[config.mk]
export PLATFORM = sky130hd
export DESIGN_NAME = mem_access_ctrl
export DESIGN_NICKNAME = d
export VERILOG_FILES = /design/src/rtl/mem_access_ctrl.sv
export SDC_FILE = /design/constraint.sdc
export NUM_CORES = 1
export LEC_CHECK = 0
export ABC_AREA = 1
export CELL_PAD_IN_SITES_DETAIL_PLACEMENT = 0
export CELL_PAD_IN_SITES_GLOBAL_PLACEMENT = 1
export CORE_MARGIN = 2
export CORE_UTILIZATION = 30
export CTS_BUF_LIST = sky130_fd_sc_hd__clkbuf_2 sky130_fd_sc_hd__clkbuf_4 sky130_fd_sc_hd__clkbuf_8
export DETAILED_ROUTE_END_ITERATION = 8
export PLACE_DENSITY = 0.76
export SYNTH_ARGS = -nofsm -noshare
export SYNTH_HDL_FRONTEND = slang
export SYNTH_SLANG_ARGS = --single-unit
[constraint.sdc]
create_clock -name clk -period 5.06 [get_ports clk]
set_input_delay 1.265 -clock clk [delete_from_list [all_inputs] [get_ports clk]]
set_output_delay 1.265 -clock clk [all_outputs]
set_load 0.005 [all_outputs]
[src/rtl/mem_access_ctrl.sv]
// MEM-stage load/store sequencer towards the data memory model (00 idle, 01 busy, 10 done status).
// Sub-word stores are read-modify-write; misaligned/reserved accesses and stuck memory end in resp_err.
//
// state    | meaning
// IDLE     | waiting for a MEM-stage request
// RD_ISSUE | mem_valid high, read waiting for the memory to accept (status 00)
// RD_WAIT  | read in flight, watchdog running
// WR_ISSUE | mem_valid high, write waiting for the memory to accept (status 00)
// WR_WAIT  | write in flight, watchdog running
// DONE     | one-cycle response, pipeline advances
module mem_access_ctrl #(
   parameter int TIMEOUT_CYCLES = 255
) (
   input  logic        clk,
   input  logic        reset,
   input  logic        req_valid,
   input  logic        req_write,
   input  logic [1:0]  req_size,
   input  logic        req_signed,
   input  logic [31:0] req_addr,
   input  logic [31:0] req_wdata,
   output logic        stall,
   output logic        resp_valid,
   output logic [31:0] resp_rdata,
   output logic        resp_err,
   output logic        mem_valid,
   output logic [31:0] mem_addr,
   output logic        mem_we,
   output logic [31:0] mem_wdata,
   input  logic [31:0] mem_rdata,
   input  logic [1:0]  mem_status
);

   typedef enum logic [2:0] {
      IDLE,
      RD_ISSUE,
      RD_WAIT,
      WR_ISSUE,
      WR_WAIT,
      DONE
   } state_t;

   localparam logic [1:0] ST_IDLE = 2'b00;
   localparam logic [1:0] ST_DONE = 2'b10;
   localparam logic [7:0] WDOG_LOAD = 8'(TIMEOUT_CYCLES - 1);

   state_t     state;
   logic [7:0] wdog;
   logic       bad_req;

   function automatic logic [31:0] lane_extract(input logic [31:0] word, input logic [1:0] off,
                                                input logic [1:0] size, input logic sgn);
      logic [7:0]  b;
      logic [15:0] h;
      logic [31:0] result;
      b = word[{off, 3'b000} +: 8];
      h = off[1] ? word[31:16] : word[15:0];
      case (size)
         2'b00:   result = sgn ? {{24{b[7]}}, b} : {24'b0, b};
         2'b01:   result = sgn ? {{16{h[15]}}, h} : {16'b0, h};
         default: result = word;
      endcase
      return result;
   endfunction

   function automatic logic [31:0] lane_merge(input logic [31:0] word, input logic [31:0] data,
                                              input logic [1:0] off, input logic [1:0] size);
      logic [31:0] result;
      result = word;
      if (size == 2'b00)
         result[{off, 3'b000} +: 8] = data[7:0];
      else
         result[{off[1], 4'b0000} +: 16] = data[15:0];
      return result;
   endfunction

   assign bad_req = (req_size == 2'b11) ||
                    (req_size == 2'b01 && req_addr[0]) ||
                    (req_size == 2'b10 && req_addr[1:0] != 2'b00);

   assign stall     = req_valid && (state != DONE);
   assign mem_valid = (state == RD_ISSUE) || (state == WR_ISSUE);

   always_ff @(posedge clk) begin
      if (reset) begin
         state      <= IDLE;
         wdog       <= '0;
         resp_valid <= 1'b0;
         resp_err   <= 1'b0;
         resp_rdata <= '0;
         mem_addr   <= '0;
         mem_we     <= 1'b0;
         mem_wdata  <= '0;
      end else begin
         // response fields live for the single DONE cycle only
         resp_valid <= 1'b0;
         resp_err   <= 1'b0;
         resp_rdata <= '0;
         case (state)
            IDLE: begin
               if (req_valid) begin
                  mem_addr <= {req_addr[31:2], 2'b00};
                  if (bad_req) begin
                     state      <= DONE;
                     resp_valid <= 1'b1;
                     resp_err   <= 1'b1;
                  end else if (req_write && req_size == 2'b10) begin
                     mem_we    <= 1'b1;
                     mem_wdata <= req_wdata;
                     state     <= WR_ISSUE;
                  end else begin
                     mem_we <= 1'b0;
                     state  <= RD_ISSUE;
                  end
               end
            end
            RD_ISSUE: begin
               if (mem_status == ST_IDLE) begin
                  wdog  <= WDOG_LOAD;
                  state <= RD_WAIT;
               end
            end
            RD_WAIT: begin
               if (mem_status == ST_DONE) begin
                  if (req_write) begin
                     mem_wdata <= lane_merge(mem_rdata, req_wdata, req_addr[1:0], req_size);
                     mem_we    <= 1'b1;
                     state     <= WR_ISSUE;
                  end else begin
                     resp_rdata <= lane_extract(mem_rdata, req_addr[1:0], req_size, req_signed);
                     resp_valid <= 1'b1;
                     state      <= DONE;
                  end
               end else if (wdog == 8'd0) begin
                  resp_valid <= 1'b1;
                  resp_err   <= 1'b1;
                  state      <= DONE;
               end else begin
                  wdog <= wdog - 8'd1;
               end
            end
            WR_ISSUE: begin
               if (mem_status == ST_IDLE) begin
                  wdog  <= WDOG_LOAD;
                  state <= WR_WAIT;
               end
            end
            WR_WAIT: begin
               if (mem_status == ST_DONE) begin
                  resp_valid <= 1'b1;
                  state      <= DONE;
               end else if (wdog == 8'd0) begin
                  resp_valid <= 1'b1;
                  resp_err   <= 1'b1;
                  state      <= DONE;
               end else begin
                  wdog <= wdog - 8'd1;
               end
            end
            DONE: begin
               mem_we <= 1'b0;
               state  <= IDLE;
            end
            default: state <= IDLE;
         endcase
      end
   end

endmodule

Yosys cells after proc, flatten, opt, wreduce, memory -nomap -nowiden

Cells that the tools add are included.

Bits in registers: 108
Bits of input ports: 105
Output and inout port bits: 101

Shift-type cells: 5
Eq/ne operators: 20
$add $sub $neg: 3
Reductions and logical operators: 23
Multiplexer cells: 42
Bitwise operators: 2

Operators with widths:

| cell                                                                    | number |
|---|---|
| 32-bit 2-to-1 mux                                                       | 8 |
| 32-bit case mux with 2 select lines                                     | 2 |
| 32-bit bitwise mux                                                      | 2 |
| 16-bit by 7-bit variable shift with 32-bit output, first input constant | 1 |
| 8-bit by 7-bit variable shift with 32-bit output, first input constant  | 1 |
| 16-bit by 7-bit indexed part select with 32-bit output                  | 1 |
| 32-bit by 6-bit indexed part select with 8-bit output                   | 1 |
| 8-bit by 7-bit indexed part select with 32-bit output                   | 1 |
| 3-bit 2-to-1 mux                                                        | 8 |
| 8-bit 2-to-1 mux                                                        | 3 |
| 16-bit 2-to-1 mux                                                       | 1 |
| 8-bit case mux with 2 select lines                                      | 1 |
| 3-bit case mux with 5 select lines                                      | 1 |
| 2-bit inequality test, second input constant                            | 7 |
| 5-bit negator with 7-bit output                                         | 2 |
| 1-bit 2-to-1 mux                                                        | 12 |
| 8-bit zero test                                                         | 1 |
| 8-bit by 1-bit subtractor with 8-bit output, second input constant      | 1 |
| 2-bit == test, second input constant                                    | 3 |
| 3-bit by 2-bit == test with 1-bit output, second input constant         | 2 |
| 3-bit == test, second input constant                                    | 2 |
| 2-bit by 1-bit inequality test with 1-bit output, second input constant | 3 |
| 1-bit case mux with 3 select lines                                      | 2 |
| 6-bit AND reduction                                                     | 1 |
| 18 further kinds                                                        | 28 |

Depth between registers and ports, before layout

Gate-level depths: netlist of the first run.

Word-level depth: 7
Mapped depth: 14
Depth with buffers taken out: 12

Worst setup path after synthesis of the first run

Ideal clock, no wire load.

Path type: input to output
Start point: in req_valid
End point: out stall
Setup slack: 1.920 ns
Data arrival time: 1.875 ns
Path buffers: 2
Data required time: 3.795 ns
Stages: 4
Path through: clkbuf_1 clkbuf_1 nand2_1 inv_1

Cells in the longest elaborated chain, start to end: 1

Ends and longest elaborated chain:

| element           | RTL line | RTL |
|---|---|---|
| from (decl)       | 16       | `input logic req_valid,` |
| 1-bit logical AND | 81       | `assign stall = req_valid && (state != DONE);` |
| to (decl)         | 22       | `output logic stall,` |

No other way between the ends.

Final worst setup path of the first run

Start point: in req_addr[0]
End point: reg mem_wdata[8]

Cells in the longest elaborated chain, start to end: 7

Ends and longest elaborated chain:

| element                                                                                                                          | RTL line | RTL |
|---|---|---|
| from (decl)                                                                                                                      | 20       | `input logic [31:0] req_addr,` |
| 5-bit negator with 7-bit output                                                                                                  | 71       | `result[{off, 3'b000} +: 8] = data[7:0];` |
| 8-bit by 7-bit indexed part select with 32-bit output / 8-bit by 7-bit variable shift with 32-bit output (equally long branches) | 71       |  |
| 32-bit bitwise mux                                                                                                               | 71       |  |
| 32-bit 2-to-1 mux                                                                                                                | 70       | `if (size == 2'b00)` |
| 32-bit 2-to-1 mux                                                                                                                | 125      | `if (req_write) begin` |
| 32-bit 2-to-1 mux                                                                                                                | 124      | `if (mem_status == ST_DONE) begin` |
| 32-bit case mux with 2 select lines                                                                                              | 99       | `case (state)` |
| to (signal assigned)                                                                                                             | 109      | `mem_wdata <= req_wdata;` |
| to (signal assigned)                                                                                                             | 126      | `mem_wdata <= lane_merge(mem_rdata, req_wdata, req_addr[1:0], req_size);` |
| to (decl)                                                                                                                        | 29       | `output logic [31:0] mem_wdata,` |

Parallel ways exist; a longest one is shown, timed or not. The select of a mux whose other input is x is not followed.
A chain may end at the register's enable or synchronous reset.

==> flow_summary.yaml, run 1 <==
pwr:
  pwr_density_cell_nw_per_um2: 356.7
  power_frac_seq_pct: 35.9
  internal_power_mw: 1.795
  peakVddDrop_mv: 0.1847
  power_leakage_nw: 3.835
  power_frac_clock_pct: 18.3
  switching_power_mw: 1.262
  combPwrFrac_pct: 45.8
  sw_frac_of_total_pct: 41.27
timing:
  fin_skew_ns: 0.01166
  worst_pin_slew_ns: 1.039
  min_period_ns: 3.760
  fmax_ghz: 0.2660
  drv_slew: 0
  whs_ns: 0.4689
  finalCritPeriodShare_pct: 74.31
  finalHoldViolations: 0
  slew_headroom_pct: 30.56
  rsz0062_at_grt: "no"
  setup_viol: 0
  tns_ns: 0
worst_setup_path:
  cp_num_buf_inv: 4
  timing.rr.end: "mem_wdata[8]$_SDFFE_PP0P_"
  crit_path_end_kind: "flip-flop"
  crit_top_cell: "nand2_1"
  critPathKind: "in -> reg"
  cp_data_required_time_ns: 5.37
  crit_fanout: 65
  reg2reg_depth: 8
  r2r_start: "state[1]$_SDFFE_PP0P_"
  slowest_delay_ns: 0.74
  path_delay_family: "buffers and inverters"
  cp.arrival_ns: 4.07
  reg2reg_slack_ns: 2.72
  cp_slowest_cell: "clkdlybuf4s50_1"
  cp-start-kind: "input pin"
  path_cells: "clkdlybuf4s50_1 > inv_1 > ha_1 > inv_2 > nand2_1 > nand2_1 > nand3_1 > nand4_1 > buf_4 > nand2_1 > nand2_1 > nor2_1"
clock_network:
  clkLatencyLatePin_ns: 0.42
  numCtsBuffers: 9
  cts_resized: 0
  clk_pin_slew_worst_paths_ns: 0.13
  cts_hold_buf: 0
  clockBufferDepth: 2
  htreeDepth: 3
  cts_sinks: 108
  cts_root_buf: "clkbuf_8"
  cts_tree: "done"
  postCtsSetupRepairBufs: 0
floorplanning:
  core_um2: 20230
  num_io_pins: 206
  die_w_um: 147.5
  die_h_um: 147.5
  dieArea_um2: 21750
  fp-row-count: 52
  start_util_pct: 30.52
logic_synthesis:
  synth-simple-area-share_pct: 36.13
  muxShareOfSynthArea_pct: 0
  synth_common_cells: "356 x nand2_1, 130 x nor2_1, 120 x a21oi_1"
  synth.avg_cell_area_um2: 6.054
  ys_seq_area_share_pct: 35.02
  ys_seq_elements: 108
  yosys.area_share.adder_pct: 1.418
  yosysMostFrequentCell: "nand2_1"
  yosys.area.top_type: "dfxtp_1"
  async_flop_share_pct: 0
  yosys_warnings: 0
  synth-edff-count: 0
  ys_types: 33
  syn_area_um2: 6175
  ys_top_cells_by_area: "dfxtp_1 35%, nand2_1 22%, a21oi_1 9.7%"
  ys.flop_type: "dfxtp_1"
  syn-instance-count: 1020
  synth_xor_area_share_pct: 0.1418
  synth-compound-area-share_pct: 16.56
  netlist.area_leader.share_pct: 35.02
  synth_top_family_by_area: "simple AND/OR/NAND/NOR gates"
global_routing:
  antenna_found_initial: 2
  grt_start_max_net_pins: 66
  grt_pass1_wl_um: 34540
  first_global_vias: 6521
  grt_use_total_pct: 19.95
  gr-total-overflow: 0
route:
  vias_per_cell: 4.695
  first_pass_iters: 5
  drtIter0Drc: 386
  post-route-drc-count: 0
  wl_um: 21940
  vias: 6873
  wl_per_cell_um: 14.98
  route.antenna.remaining_nets: 0
place:
  placed_area_um2: 8357
  place_congestion: 0.8578
  dp_hpwl_um: 16300
  portBuffers: 203
worst_hold_path:
  min_to: "mem_addr[10]$_SDFFE_PP0P_"
  whs_path_depth: 2
  min_from: "mem_addr[10]$_SDFFE_PP0P_"
  hp-class: "reg -> reg"
final_layout:
  finish.utilization_pct: 42.35
  drive_gt1_share_pct: 3.518
  synthToLayoutAreaGrowth_pct: 38.78
  n_fill_cell: 2200
  antenna_cells: 0
  final-seq-area_um2: 2162
  multiInputGateArea_um2: 3357
  finalInstanceArea_um2: 8569
  nNetsFinal: 1301
flow_run:
  drv_cap: 0
run_status:
  status: "complete, no violations"
## logic make-up (layout without fill, tap and decap cells)
group,count (synthesis),after routing
AOI/OAI and AO/OA,187,187
xor gates and xnor gates,1,1
adders and majority gates,7,7
buffers and inverters,159,332
DFF,108,108
other,1,2
and+or+nand+nor,557,557
## metal layers
| layer | routed length [um] | global-route usage, % |
|---|---|---|
| met5 | 16 | 0 |
| met4 | 537 | 6.490 |
| met3 | 1470 | 4.969 |
| met2 | 10540 | 34.09 |
| met1 | 9373 | 24.67 |
## layout by cell type, fill, tap and decap left out, types with 3 or more instances in the layout
master	count
ha_1	7
o21a_1	6
clkinv_8	3
o22ai_1	4
o221ai_1	3
inv_1	95
clkdlybuf4s50_1	202
nand4_1	6
nor2_4	3
clkbuf_8	9
a21oi_1	120
o21bai_1	17
dfxtp_1	108
inv_2	4
o21ai_0	24
nand2_1	356
nand3_1	54
o21ai_1	8
nor2_1	130
buf_4	13
## area by class of cell
type / count / area share (%)
Multi-Input combinational cell: 754 / 39.17
Sequential cell: 108 / 25.23
Timing Repair Buffer: 216 / 24.79
Inverter: 100 / 4.380
Tap cell: 270 / 3.942
Clock buffer: 9 / 1.445
Clock inverter: 7 / 1.037
## state kept, by name (all words and copies together), names as in the netlist
name	cells
resp_rdata	32
wdog	8
resp_valid	1
state	3
mem_addr	30
mem_wdata	32
mem_we	1
resp_err	1
## how the worst max path moves through the flow
stage | startpoint | endpoint | slack, ns | cells past startpoint
2_1_floorplan | req_valid | stall | 1.92 | 4
3_3_place_gp | req_addr[0] | mem_wdata[8]$_SDFFE_PP0P_ | 1.01 | 12
3_5_place_dp | req_addr[0] | mem_wdata[16]$_SDFFE_PP0P_ | 0.91 | 12
4_1_cts | req_addr[0] | mem_wdata[16]$_SDFFE_PP0P_ | 1.36 | 12
5_1_grt | req_addr[0] | mem_wdata[3]$_SDFFE_PP0P_ | 0.99 | 12
6_report | req_addr[0] | mem_wdata[8]$_SDFFE_PP0P_ | 1.30 | 12
## power groups by stage
stage	Clock, mW	Combinational [mW]	Sequential [mW]
6_report	0.559	1.40	1.10
5_1_grt	0.614	1.60	1.12
4_1_cts	0.590	1.42	1.10
3_5_place_dp	0	1.41	1.12
3_3_place_gp	0	1.41	1.12
2_1_floorplan	0	0.859	1.11
## stage by stage
step	instances	power (mW)	setup WS (ns)
floorplan	1021	1.972	1.920
global placement	1448	2.522	1.012
detailed placement	1448	2.525	0.9102
CTS	1464	3.105	1.360
global route	1464	3.331	0.9941
finish	1464	3.057	1.300
## tightest hold or removal path: stages, from the launching register on
cell	delay [ns]
dfxtp_1	0.33
nand2_1	0.06
a21oi_1	0.05
No activity file was read; power rests on OpenSTA's default activity.
==> run 2, diff against run 1 <==
clock period = 3.8 ns   (was 5.06 ns; I/O delays follow)
==> run 2 against run 1 <==
Against the previous run: cell area grew 0.38%; clock skew grew 0.0016 ns; wire length shrank 0.29%; sequential power grew 34%; highest routed layer unchanged; critical path type is now in -> out; critical endpoint is now stall; combinational power grew 34%.
==> flow_summary.yaml, run 2 (synthesis gave the netlist of run 1 again) <==
worst_setup_path:
  path_delay_family: "buffers and inverters"
  crit_path_end_kind: "output pin"
  crit_top_cell: "clkdlybuf4s50_1"
  timing.rr.end: "wdog[0]$_SDFFE_PP0P_"
  cp.arrival_ns: 2.06
  path_cells: "clkdlybuf4s50_1 > nand2_1 > inv_1 > clkdlybuf4s50_1"
  critPathKind: "in -> out"
  reg2reg_depth: 7
  cp_num_buf_inv: 3
  cp_data_required_time_ns: 2.85
  cp-start-kind: "input pin"
  cp.depth: 4
  cp_slowest_cell: "clkdlybuf4s50_1"
  slowest_delay_ns: 0.50
  reg2reg_slack_ns: 1.61
  crit_fanout: 2
  r2r_start: "state[2]$_SDFFE_PP0P_"
final_layout:
  drive_gt1_share_pct: 3.759
  finish.utilization_pct: 42.51
  layout_common_cells: "356 x nand2_1, 202 x clkdlybuf4s50_1, 130 x nor2_1, 120 x a21oi_1, 108 x dfxtp_1"
  fin_cells: 1467
  final_common_cell: "nand2_1"
  nNetsFinal: 1304
  finalInstanceArea_um2: 8602
  top_regs: "mem_wdata x32, resp_rdata x32, mem_addr x30"
  synthToLayoutAreaGrowth_pct: 39.31
  n_fill_cell: 2181
  antenna_cells: 0
timing:
  tns_ns: 0
  rsz0062_at_grt: "no"
  finalCritPeriodShare_pct: 79.14
  finalHoldViolations: 0
  worst_slack_ns: 0.7925
  drv_slew: 0
  whs_ns: 0.4679
  setup_viol: 0
  fmax_ghz: 0.3325
  slew_headroom_pct: 56.83
  fin_skew_ns: 0.01324
  worst_pin_slew_ns: 0.6459
  min_period_ns: 3.007
worst_hold_path:
  min_from: "mem_addr[29]$_SDFFE_PP0P_"
  hp-class: "reg -> reg"
  whs_path_depth: 2
  min_to: "mem_addr[29]$_SDFFE_PP0P_"
place:
  post-place-ws_ns: 0.6156
  placed_area_um2: 8392
  dp_hpwl_um: 16320
  place_congestion: 0.8860
  portBuffers: 203
  dp_cells: 1451
clock_network:
  cts_tree: "done"
  htreeDepth: 3
  cts_sinks: 108
  numCtsBuffers: 9
  cts_root_buf: "clkbuf_8"
  cts_hold_buf: 0
  clockBufferDepth: 2
  clk_pin_slew_worst_paths_ns: 0.12
  postCtsSetupRepairBufs: 0
  cts_resized: 0
  clkLatencyLatePin_ns: 0.41
floorplanning:
  core_um2: 20230
  start_util_pct: 30.52
  die_w_um: 147.5
  die_h_um: 147.5
  dieArea_um2: 21750
  num_io_pins: 206
  fp-row-count: 52
route:
  drtIter0Drc: 411
  vias: 6867
  wl_um: 21870
  route.antenna.remaining_nets: 0
  wl_per_cell_um: 14.91
  post-route-drc-count: 0
  first_pass_iters: 5
  vias_per_cell: 4.681
pwr:
  pwr_density_cell_nw_per_um2: 475.7
  combPwrFrac_pct: 45.7
  peakVddDrop_mv: 0.2823
  power_frac_clock_pct: 18.5
  internal_power_mw: 2.402
  power_frac_seq_pct: 35.8
  p_total_mw: 4.092
  sw_frac_of_total_pct: 41.30
  switching_power_mw: 1.690
  power_leakage_nw: 3.855
run_status:
  status: "complete, no violations"
global_routing:
  antenna_found_initial: 2
  gr-total-overflow: 0
  grt_pass1_wl_um: 34800
  grt_start_max_net_pins: 66
  first_global_vias: 6508
  grt_use_total_pct: 20.11
flow_run:
  drv_cap: 0
==> run 2: cell count changes in the layout (fill, tap and decap cells not counted) <==
cell | before | now
clkinv_4 | 1 | 0
buf_12 | 0 | 1
inv_6 | 1 | 3
buf_4 | 13 | 15
inv_8 | 2 | 1
==> run 2: worst max-delay path by stage <==
| stage | from | endpoint | slack (ns) |
|---|---|---|---|
| 2_1_floorplan | req_addr[1] | mem_wdata[12]$_SDFFE_PP0P_ | 1.04 |
| 3_3_place_gp | req_addr[0] | mem_wdata[15]$_SDFFE_PP0P_ | 0.68 |
| 3_5_place_dp | req_addr[0] | mem_wdata[30]$_SDFFE_PP0P_ | 0.62 |
| 4_1_cts | req_valid | stall | 0.79 |
| 5_1_grt | req_valid | stall | 0.75 |
| 6_report | req_valid | stall | 0.79 |
==> run 2: power groups by stage <==
| stage | Clock (mW) | Sequential [mW] | Combinational [mW] |
|---|---|---|---|
| floorplan | 0 | 1.48 | 1.14 |
| global placement | 0 | 1.49 | 1.89 |
| detailed placement | 0 | 1.49 | 1.89 |
| CTS | 0.790 | 1.47 | 1.90 |
| global route | 0.832 | 1.49 | 2.14 |
| finish | 0.758 | 1.47 | 1.87 |
==> run 2: cell type report <==
| type | instances | area, um2 | area share [%] |
|---|---|---|---|
| Clock buffer | 9 | 123.9 | 1.440 |
| Multi-Input combinational cell | 754 | 3357 | 39.03 |
| Tap cell | 270 | 337.8 | 3.927 |
| Inverter | 100 | 375.4 | 4.364 |
| Timing Repair Buffer | 219 | 2160 | 25.11 |
| Sequential cell | 108 | 2162 | 25.13 |
| Clock inverter | 7 | 86.33 | 1.004 |
==> run 2: metal layers <==
| metal | track usage [%] | part of all wire [%] | up-vias |
|---|---|---|---|
| met2 | 34.11 | 48 | 192 |
| met4 | 5.337 | 2.0 | 4 |
| met3 | 5.988 | 6.9 | 31 |
| met5 | 0 | 0.14 | - |
| met1 | 24.95 | 43 | 3104 |
| li1 | - | - | 3536 |
==> run 2: worst min-delay path, cell delays in order (launching register included) <==
cell and delay (ns):
dfxtp_1 0.33, nand2_1 0.06, a21oi_1 0.05
